==> src/rtl/muldiv_seq_if.sv <==
// Request/response bundle between the decode/writeback side (master) and the
// multi-cycle multiply/divide sequencer (slave).
interface muldiv_seq_if #(
   parameter int XLEN = 32
);
   logic            req_valid;
   logic            req_ready;
   logic [2:0]      req_funct3;
   logic [XLEN-1:0] req_rs1;
   logic [XLEN-1:0] req_rs2;
   logic            resp_valid;
   logic            resp_ready;
   logic [XLEN-1:0] resp_data;

   modport master (
      output req_valid, req_funct3, req_rs1, req_rs2, resp_ready,
      input  req_ready, resp_valid, resp_data
   );

   modport slave (
      input  req_valid, req_funct3, req_rs1, req_rs2, resp_ready,
      output req_ready, resp_valid, resp_data
   );
endinterface

==> src/rtl/muldiv_seq.sv <==
// Iterative RV32M multiply/divide that borrows the core ALU: shift-add for MUL*,
// restoring division for DIV*/REM*, with sign fix-up on magnitudes.
//
// state    | meaning
// ---------+-------------------------------------------------------------
// IDLE     | waiting for a request, req_ready high
// PREP     | take operand magnitudes, record negate flag, catch divide-by-zero
// MUL_IT   | one shift-add step per cycle on the borrowed ALU (add)
// DIV_IT   | one restoring-division step per cycle on the borrowed ALU (sub)
// FIXUP    | negate and select the result word into resp_data
// DONE     | resp_valid held until writeback accepts
module muldiv_seq #(
   parameter int XLEN  = 32,
   parameter int ITERS = XLEN
) (
   input  logic            clk,
   input  logic            reset,
   input  logic            flush,
   muldiv_seq_if.slave     bus,
   output logic            busy,
   output logic            alu_en,
   output logic [3:0]      alu_op,
   output logic [XLEN-1:0] alu_in1,
   output logic [XLEN-1:0] alu_in2,
   input  logic [XLEN-1:0] alu_result
);

   localparam int CW = $clog2(ITERS);
   localparam logic [3:0] ALU_ADD = 4'b0000;
   localparam logic [3:0] ALU_SUB = 4'b0001;

   typedef enum logic [2:0] {
      S_IDLE, S_PREP, S_MUL_IT, S_DIV_IT, S_FIXUP, S_DONE
   } state_t;

   state_t          state_q;
   logic [CW-1:0]   cnt_q;
   logic [2:0]      funct3_q;
   logic [XLEN-1:0] rs1_q, rs2_q;
   logic [XLEN-1:0] hi_q, lo_q, opb_q;
   logic            neg_q;
   logic [XLEN-1:0] resp_data_q;
   logic            resp_valid_q, busy_q, req_ready_q, alu_en_q;
   logic [3:0]      alu_op_q;

   logic [XLEN-1:0]   sh, abs1, abs2;
   logic              take, carry, sgn1, sgn2, sign1, sign2, neg_d, div0;
   logic [XLEN-1:0]   mul_hi_d, mul_lo_d, div_rem_d, div_quo_d, result_d;
   logic [2*XLEN-1:0] prod, prod_n;

   // hi/lo/opb are shared: acc_hi/acc_lo/mcand when multiplying, rem/quo/dvs when dividing
   always_comb begin
      sh        = {hi_q[XLEN-2:0], lo_q[XLEN-1]};
      take      = hi_q[XLEN-1] | (sh >= opb_q);
      carry     = (alu_result < hi_q);
      mul_hi_d  = {carry, alu_result[XLEN-1:1]};
      mul_lo_d  = {alu_result[0], lo_q[XLEN-1:1]};
      div_rem_d = take ? alu_result : sh;
      div_quo_d = {lo_q[XLEN-2:0], take};

      sgn1 = 1'b0;
      sgn2 = 1'b0;
      case (funct3_q)
         3'b000, 3'b001, 3'b100, 3'b110: begin sgn1 = 1'b1; sgn2 = 1'b1; end
         3'b010:                         sgn1 = 1'b1;
         default: ;
      endcase
      sign1 = sgn1 & rs1_q[XLEN-1];
      sign2 = sgn2 & rs2_q[XLEN-1];
      abs1  = sign1 ? -rs1_q : rs1_q;
      abs2  = sign2 ? -rs2_q : rs2_q;
      neg_d = (funct3_q[2] & funct3_q[1]) ? sign1 : (sign1 ^ sign2);
      div0  = funct3_q[2] & (rs2_q == '0);

      prod   = {hi_q, lo_q};
      prod_n = neg_q ? -prod : prod;
      case (funct3_q)
         3'b000:                 result_d = prod_n[XLEN-1:0];
         3'b001, 3'b010, 3'b011: result_d = prod_n[2*XLEN-1:XLEN];
         3'b100, 3'b101:         result_d = neg_q ? -lo_q : lo_q;
         default:                result_d = neg_q ? -hi_q : hi_q;
      endcase
   end

   always_comb begin
      alu_in1 = '0;
      alu_in2 = '0;
      if (state_q == S_MUL_IT) begin
         alu_in1 = hi_q;
         alu_in2 = lo_q[0] ? opb_q : '0;
      end else if (state_q == S_DIV_IT) begin
         alu_in1 = sh;
         alu_in2 = opb_q;
      end
   end

   always_ff @(posedge clk) begin
      if (reset) begin
         state_q      <= S_IDLE;
         cnt_q        <= '0;
         funct3_q     <= '0;
         rs1_q        <= '0;
         rs2_q        <= '0;
         hi_q         <= '0;
         lo_q         <= '0;
         opb_q        <= '0;
         neg_q        <= 1'b0;
         resp_data_q  <= '0;
         resp_valid_q <= 1'b0;
         busy_q       <= 1'b0;
         req_ready_q  <= 1'b1;
         alu_en_q     <= 1'b0;
         alu_op_q     <= ALU_ADD;
      end else if (flush) begin
         // abort wins over both handshakes; resp_data keeps its last value
         state_q      <= S_IDLE;
         resp_valid_q <= 1'b0;
         busy_q       <= 1'b0;
         req_ready_q  <= 1'b1;
         alu_en_q     <= 1'b0;
         alu_op_q     <= ALU_ADD;
      end else begin
         case (state_q)
            S_IDLE: begin
               if (bus.req_valid && req_ready_q) begin
                  funct3_q    <= bus.req_funct3;
                  rs1_q       <= bus.req_rs1;
                  rs2_q       <= bus.req_rs2;
                  state_q     <= S_PREP;
                  busy_q      <= 1'b1;
                  req_ready_q <= 1'b0;
               end
            end
            S_PREP: begin
               cnt_q <= '0;
               neg_q <= neg_d;
               hi_q  <= '0;
               if (div0) begin
                  resp_data_q  <= funct3_q[1] ? rs1_q : '1;
                  resp_valid_q <= 1'b1;
                  state_q      <= S_DONE;
               end else if (funct3_q[2]) begin
                  lo_q     <= abs1;
                  opb_q    <= abs2;
                  alu_en_q <= 1'b1;
                  alu_op_q <= ALU_SUB;
                  state_q  <= S_DIV_IT;
               end else begin
                  lo_q     <= abs2;
                  opb_q    <= abs1;
                  alu_en_q <= 1'b1;
                  alu_op_q <= ALU_ADD;
                  state_q  <= S_MUL_IT;
               end
            end
            S_MUL_IT, S_DIV_IT: begin
               hi_q  <= (state_q == S_MUL_IT) ? mul_hi_d : div_rem_d;
               lo_q  <= (state_q == S_MUL_IT) ? mul_lo_d : div_quo_d;
               cnt_q <= cnt_q + 1'b1;
               if (cnt_q == CW'(ITERS - 1)) begin
                  alu_en_q <= 1'b0;
                  alu_op_q <= ALU_ADD;
                  state_q  <= S_FIXUP;
               end
            end
            S_FIXUP: begin
               resp_data_q  <= result_d;
               resp_valid_q <= 1'b1;
               state_q      <= S_DONE;
            end
            S_DONE: begin
               if (bus.resp_ready) begin
                  resp_valid_q <= 1'b0;
                  busy_q       <= 1'b0;
                  req_ready_q  <= 1'b1;
                  state_q      <= S_IDLE;
               end
            end
            default: state_q <= S_IDLE;
         endcase
      end
   end

   assign bus.req_ready  = req_ready_q;
   assign bus.resp_valid = resp_valid_q;
   assign bus.resp_data  = resp_data_q;
   assign busy           = busy_q;
   assign alu_en         = alu_en_q;
   assign alu_op         = alu_op_q;

endmodule

==> src/flat_wrapper.sv <==
// flat-port wrapper written by rule: the top's interface ports become plain ports
module muldiv_seq_flat 
#(
   parameter int XLEN  = 32,
   parameter int ITERS = XLEN
)
  (clk, reset, flush, busy, alu_en, alu_op, alu_in1, alu_in2, alu_result, bus_req_valid, bus_req_funct3, bus_req_rs1, bus_req_rs2, bus_resp_ready, bus_req_ready, bus_resp_valid, bus_resp_data);
  muldiv_seq_if #(.XLEN(XLEN)) bus_i ();
  input  logic clk;
  input  logic reset;
  input  logic flush;
  output logic busy;
  output logic alu_en;
  output logic [3:0] alu_op;
  output logic [XLEN-1:0] alu_in1;
  output logic [XLEN-1:0] alu_in2;
  input  logic [XLEN-1:0] alu_result;
  input wire logic [$bits(bus_i.req_valid)-1:0] bus_req_valid;
  input wire logic [$bits(bus_i.req_funct3)-1:0] bus_req_funct3;
  input wire logic [$bits(bus_i.req_rs1)-1:0] bus_req_rs1;
  input wire logic [$bits(bus_i.req_rs2)-1:0] bus_req_rs2;
  input wire logic [$bits(bus_i.resp_ready)-1:0] bus_resp_ready;
  output wire logic [$bits(bus_i.req_ready)-1:0] bus_req_ready;
  output wire logic [$bits(bus_i.resp_valid)-1:0] bus_resp_valid;
  output wire logic [$bits(bus_i.resp_data)-1:0] bus_resp_data;
  assign bus_i.req_valid = bus_req_valid;
  assign bus_i.req_funct3 = bus_req_funct3;
  assign bus_i.req_rs1 = bus_req_rs1;
  assign bus_i.req_rs2 = bus_req_rs2;
  assign bus_i.resp_ready = bus_resp_ready;
  assign bus_req_ready = bus_i.req_ready;
  assign bus_resp_valid = bus_i.resp_valid;
  assign bus_resp_data = bus_i.resp_data;
  muldiv_seq #(.XLEN(XLEN), .ITERS(ITERS)) u_core (.clk(clk), .reset(reset), .flush(flush), .bus(bus_i), .busy(busy), .alu_en(alu_en), .alu_op(alu_op), .alu_in1(alu_in1), .alu_in2(alu_in2), .alu_result(alu_result));
endmodule
==> config.mk <==
export PLATFORM = sky130hd
export DESIGN_NAME = muldiv_seq_flat
export DESIGN_NICKNAME = d
export VERILOG_FILES = /design/src/rtl/muldiv_seq_if.sv /design/src/rtl/muldiv_seq.sv /design/src/flat_wrapper.sv
export SDC_FILE = /design/constraint.sdc
export NUM_CORES = 1
export LEC_CHECK = 0
export CORE_ASPECT_RATIO = 1.1
export CORE_UTILIZATION = 57
export DETAILED_ROUTE_END_ITERATION = 7
export HOLD_SLACK_MARGIN = 0.02
export PLACE_DENSITY = 0.82
export SLEW_MARGIN = 10
export SYNTH_ARGS = -nofsm -noshare
export SYNTH_HDL_FRONTEND = slang
export SYNTH_SLANG_ARGS = --single-unit
export TNS_END_PERCENT = 20
==> constraint.sdc <==
create_clock -name clk -period 4.18 [get_ports clk]
set_clock_uncertainty 0.1 [all_clocks]
set_input_delay 0.836 -clock clk [delete_from_list [all_inputs] [get_ports clk]]
set_output_delay 0.836 -clock clk [all_outputs]
set_load 0.01 [all_outputs]
# After elaboration in Yosys (flattened, before gate mapping)
# Cells that the tools add are included.
[totals]
word_cells = 119
in_bits = 104
regBits = 212
[classes]
magnitude_cmp = 2
n_reduce_logical = 24
mux = 47
bitwise = 8
eq_ne = 17
n_addsub = 6
[ops]
columns = ["operator", "n"]
rows = [
  ["32-bit 2-to-1 mux", 17],
  ["32-bit case mux with 2 select lines", 3],
  ["32-bit negator", 4],
  ["32-bit case mux with 3 select lines", 1],
  ["64-bit 2-to-1 mux", 1],
  ["64-bit negator", 1],
  ["32-bit >= comparator", 1],
  ["32-bit logical NOT", 1],
  ["32-bit less-than comparator", 1],
  ["3-bit AND reduction", 8],
  ["3-bit == test, second input constant", 5],
  ["3-bit case mux with 5 select lines", 1],
  ["3-bit by 2-bit == test with 1-bit output, second input constant", 4],
  ["1-bit 2-to-1 mux", 12],
  ["3-bit 2-to-1 mux", 4],
  ["5-bit case mux with 2 select lines", 1],
  ["4-bit 2-to-1 mux", 2],
  ["4-bit case mux with 2 select lines", 1],
  ["3-bit by 1-bit == test with 1-bit output, second input constant", 2],
  ["3-bit logical NOT", 2],
  ["2-bit by 1-bit != test with 1-bit output, second input constant", 3],
  ["1-bit case mux with 2 select lines", 3],
  ["2-bit nonzero test", 3],
  ["2-bit OR reduction", 3],
  ["14 further kinds", 20],
]

# Depth between registers and ports, before layout
[depth]
word_depth = 8
depth_mapped = 11

# Worst setup path before layout
# OpenSTA, ideal clock, no wires.
[synth_timing]
kind = "reg2reg"
start = "reg u_core.lo_q[8]"
end = "reg u_core.resp_data_q[27] (netlist: u_core.bus.resp_data[27])"
setup_ns = 0.088
arrival_time_ns = 3.085
path_buffers = 3
setup_slack_ns = 0.907
t_required_ns = 3.992
path_stages_with_launch = 10
cell_sequence = "dfxtp_1 buf_6 or4_4 or4_4 buf_6 or4_4 buf_6 a41oi_1 or4b_1 a311oi_2"
[synth_via]
elab_chain_len = 4
word_cells_on_any_way = 6
classes_between = "2 x add/sub; 4 x mux"
[synth_rtl]
columns = ["element", "line", "rtl"]
rows = [
  ["from (decl)", "muldiv_seq.sv:40", "logic [XLEN-1:0] hi_q, lo_q, opb_q;"],
  ["from (signal assigned)", "muldiv_seq.sv:143", "lo_q <= abs1;"],
  ["from (signal assigned)", "muldiv_seq.sv:149", "lo_q <= abs2;"],
  ["from (signal assigned)", "muldiv_seq.sv:158", "lo_q <= (state_q == S_MUL_IT) ? mul_lo_d : div_quo_d;"],
  ["64-bit negator or 32-bit negator (tied branches)", "muldiv_seq.sv:76, muldiv_seq.sv:80", ""],
  ["64-bit 2-to-1 mux or 32-bit 2-to-1 mux (tied branches)", "muldiv_seq.sv:76, muldiv_seq.sv:80", ""],
  ["32-bit case mux with 3 select lines (*)", "muldiv_seq.sv:77", "case (funct3_q)"],
  ["32-bit case mux with 2 select lines (*)", "muldiv_seq.sv:123", "case (state_q)"],
  ["to (signal assigned)", "muldiv_seq.sv:139", "resp_data_q <= funct3_q[1] ? rs1_q : '1;"],
  ["to (signal assigned)", "muldiv_seq.sv:167", "resp_data_q <= result_d;"],
  ["to (decl)", "muldiv_seq.sv:42", "logic [XLEN-1:0] resp_data_q;"],
]
# Mark *: on every way between the ends. The rest lies on a longest branch, timed or not.
# A chain may end at the register's enable or synchronous reset.

# Final worst setup path
[layout_timing]
start = "reg u_core.lo_q[28]"
end = "reg u_core.resp_data_q[7] (netlist: u_core.bus.resp_data[7])"
[layout_via]
elab_chain_len = 4
[layout_rtl]
columns = ["element", "line", "rtl"]
rows = [
  ["64-bit negator", "muldiv_seq.sv:76", "prod_n = neg_q ? -prod : prod;"],
  ["64-bit 2-to-1 mux", "muldiv_seq.sv:76", ""],
  ["32-bit case mux with 3 select lines", "muldiv_seq.sv:77", ""],
  ["32-bit case mux with 2 select lines", "muldiv_seq.sv:123", ""],
]
# Every way passes these cells.

==> flow_metrics.py <==
metrics = {
    "run_status": {
        "status": "finished, final reports clean",
    },
    "clock_network": {
        "cts.repair.resized": 0,
        "cts_setup_buffers": 0,
        "clk_latency_ns": 0.55,
        "htreeDepth": 1,
        "cts-root-buf": "clkbuf_16",
        "cts.clk_slew.worst_paths_ns": 0.06,
        "cts_max_path_buffers": 3,
        "cts_tree": "built",
        "cts.sinks": 209,
        "cts_hold_buf": 0,
        "cts_buffers": 24,
    },
    "logic_synthesis": {
        "yosysSeqAreaShare": 0.259,
        "synth_top_area_frac": 0.259,
        "async_reset_ff_frac": 0,
        "ys_seq_elements": 209,
        "synth_top_flop_cell": "dfxtp_1",
        "synth_enable_flop_cells": 0,
        "synthTopCellsByArea": "dfxtp_1 (26%), mux2i_1 (7.6%), nand2_1 (6.9%)",
        "ys_types": 72,
        "synth_area_leader_cell": "dfxtp_1",
        "synth.avg_cell_area_um2": 7.19,
        "yosysWarnings": 0,
        "syn_area_um2": 16200,
        "syn_inst": 2249,
    },
    "sta": {
        "fmax_ghz": 0.265,
        "hold_viol": 0,
        "tns_ns": 0,
        "worstMarginPinSlew_ns": 1.05,
        "worst_slack_ns": 0.401,
        "finalSetupViolCount": 0,
        "period_share": 0.904,
        "finalCriticalPeriod_ns": 3.78,
        "slew_viol_final": 0,
        "rsz0062_at_grt": "false",
        "whs_ns": 0.356,
        "slew_headroom": 0.299,
    },
    "floorplanning": {
        "coreArea_um2": 27900,
        "dieArea_um2": 29000,
        "chipHeight_um": 179,
        "die-width_um": 163,
        "core.rowCount": 64,
        "start_util": 0.580,
        "ios": 208,
    },
    "detailed_routing": {
        "ant_nets": 0,
        "via_count": 18431,
        "firstDrtPassIters": 6,
        "drc": 0,
        "vias_per_cell": 6.82,
        "drt_iter0_drc": 2604,
        "wl_per_cell_um": 25.1,
        "routed_wl_mm": 67.9,
    },
    "min_path": {
        "hold_path_end": "u_core.opb_q[30]",
        "holdCritStartpoint": "u_core.opb_q[30]",
        "min_path_cells": 2,
        "min_path_type": "flop to flop",
    },
    "finish": {
        "multi_input_area_um2": 10800,
        "nFillCells": 2353,
        "antenna_cells": 0,
        "drive_gt1_frac": 0.0581,
        "layout_commonest_cell": "nand2_1",
        "layout_common_cells": "nand2_1 (299), dfxtp_1 (206), clkdlybuf4s50_1 (203)",
        "layout.nets": 2495,
        "regArea_um2": 4190,
        "synthToLayoutAreaGrowth_pct": 18.7,
    },
    "setup_path": {
        "path_cells": "or4_1, or4_1, or4_1, o31ai_2, xnor2_1, a2111oi_0, a311o_1",
        "crit_slowest_cell": "a2111oi_0",
        "r2r_slack_ns": 0.40,
        "r2r_start": "u_core.lo_q[28]",
        "worstSetupPathType": "flop to flop",
        "regToRegEndpoint": "u_core.bus.resp_data[7]",
        "slowest_delay_ns": 0.77,
        "cp_common_cell": "or4_1",
        "worstSetupEndpointType": "flop",
        "crit_family": "simple AND/OR/NAND/NOR gates",
        "cp_num_buf_inv": 0,
        "reg2regPathDepth": 7,
        "cp-start-kind": "flop",
        "critPathRequiredTime_ns": 4.55,
        "arrival_ns": 4.15,
        "path_depth": 7,
        "critical_path_peak_fanout": 9,
    },
    "power_and_ir_drop": {
        "ir_worst_vdd_uv": 417,
        "power.share.clock": 0.389,
        "pwr-share-comb": 0.240,
        "p_sw_frac": 0.328,
        "powerDensity_nw_per_um2": 306,
        "p_leak_uw": 0.00664,
        "seq_power_share": 0.370,
        "internal_power_uw": 3940,
        "p_switching_uw": 1930,
    },
    "placement": {
        "gp_congestion": 1.02,
        "portBuffers": 204,
        "place_hpwl_mm": 50.7,
        "preCtsSetupSlack_ns": 0.469,
    },
    "global_routing": {
        "grt_use_total": 0.456,
        "grt_max_degree": 124,
        "grt_pass1_vias": 16674,
        "antenna_found_initial": 1,
        "grt_pass1_wl_mm": 100,
        "grt-ovfl-total": 0,
    },
    "job": {
        "maxCapViolations": 0,
    },
}
==> Yosys cell counts (11+ instances only) <==
| cell type | instances |
|---|---|
| a31oi_1 | 37 |
| buf_1 | 18 |
| a21o_1 | 17 |
| o21ai_0 | 118 |
| nand2_1 | 299 |
| nor4_1 | 26 |
| ha_1 | 69 |
| a21oi_1 | 202 |
| a211oi_1 | 28 |
| o211ai_1 | 19 |
| nand2b_1 | 12 |
| a221oi_1 | 50 |
| nor3_1 | 93 |
| mux2i_1 | 122 |
| nand3_1 | 45 |
| or2_2 | 11 |
| o41ai_1 | 21 |
| or3_1 | 27 |
| dfxtp_1 | 209 |
| xnor2_1 | 86 |
| inv_1 | 93 |
| o221ai_1 | 14 |
| clkbuf_1 | 190 |
| nor2_1 | 200 |
| o22ai_1 | 20 |
| nand4_1 | 24 |
| or4_1 | 26 |
| o31ai_1 | 24 |
| xor2_1 | 31 |
==> tightest hold or removal path, delay by kind of cell, from the launching register on <==
kind | cells | cell delay [ns]
and+or+nand+nor | 1 | 0.05
DFF | 1 | 0.31
AOI/OAI and AO/OA | 1 | 0.05
==> cells by family (layout without fill, tap and decap cells) <==
kind of cell / after synthesis / count (layout) / synth area share
simple gates: 798 / 798 / 0.226
compound gates: 622 / 622 / 0.247
buf+inv: 309 / 398 / 0.0739
flops: 209 / 209 / 0.259
mux: 124 / 124 / 0.0769
xor+xnor: 117 / 117 / 0.0634
fa+ha+maj: 69 / 69 / 0.0534
other cells: 1 / 3 / 0.000232
==> metal layers <==
metal  track usage  vias to the layer above  wire [um]
li1              -                     8271          -
met1         0.545                     8598      24500
met5             0                        -          0
met3        0.0907                      277       7670
met2         0.731                     1285      30200
met4         0.328                        0       5550
==> registers in the layout (all words and copies together), names as in the netlist <==
| signal | flops |
|---|---|
| u_core.lo_q | 32 |
| u_core.bus.resp_data | 32 |
| u_core.cnt_q | 5 |
| u_core.alu_op | 1 |
| u_core.state_q | 3 |
| u_core.busy | 1 |
| u_core.alu_en | 1 |
| u_core.neg_q | 1 |
| u_core.rs2_q | 32 |
| u_core.hi_q | 32 |
| u_core.funct3_q | 3 |
| u_core.bus.req_ready | 1 |
| u_core.bus.resp_valid | 1 |
| u_core.opb_q | 32 |
| u_core.rs1_q | 32 |
==> power groups by stage <==
stage | combinational [uW] | clock [uW] | sequential, uW
2_1_floorplan | 932 | 0 | 2150
3_3_place_gp | 1340 | 0 | 2210
3_5_place_dp | 1360 | 0 | 2210
4_1_cts | 1370 | 2270 | 2170
5_1_grt | 1490 | 2360 | 2180
6_report | 1410 | 2280 | 2170
==> cell type report <==
class / instances / area share
clock inverters: 13 / 0.00997
repair buffers: 260 / 0.130
well taps: 363 / 0.0237
multi-input cells: 1733 / 0.565
inverters: 94 / 0.0184
flip-flops and latches: 209 / 0.218
clock buffers: 31 / 0.0342
==> metrics by stage <==
stage                     cell area [um^2]   util  instances  power (uW)
after global placement               18300  0.658       2659        3540
after detailed placement             18300  0.658       2659        3570
after CTS                            19200  0.689       2703        5800
after global routing                 19200  0.689       2703        6030
final                                19200  0.689       2703        5870
after floorplan                      16200      -       2251        3080
==> worst max-delay path by stage <==
| stage | slack [ns] | start | endpoint |
|---|---|---|---|
| floorplan | 0.91 | u_core.lo_q[8] | u_core.bus.resp_data[27] |
| global placement | 0.40 | u_core.lo_q[28] | u_core.bus.resp_data[7] |
| detailed placement | 0.47 | u_core.lo_q[8] | u_core.bus.resp_data[7] |
| CTS | 0.44 | u_core.lo_q[8] | u_core.bus.resp_data[7] |
| global route | 0.35 | u_core.rs2_q[18] | u_core.bus.resp_data[28] |
| finish | 0.40 | u_core.lo_q[28] | u_core.bus.resp_data[7] |
No activity file was read; power rests on OpenSTA's default activity.
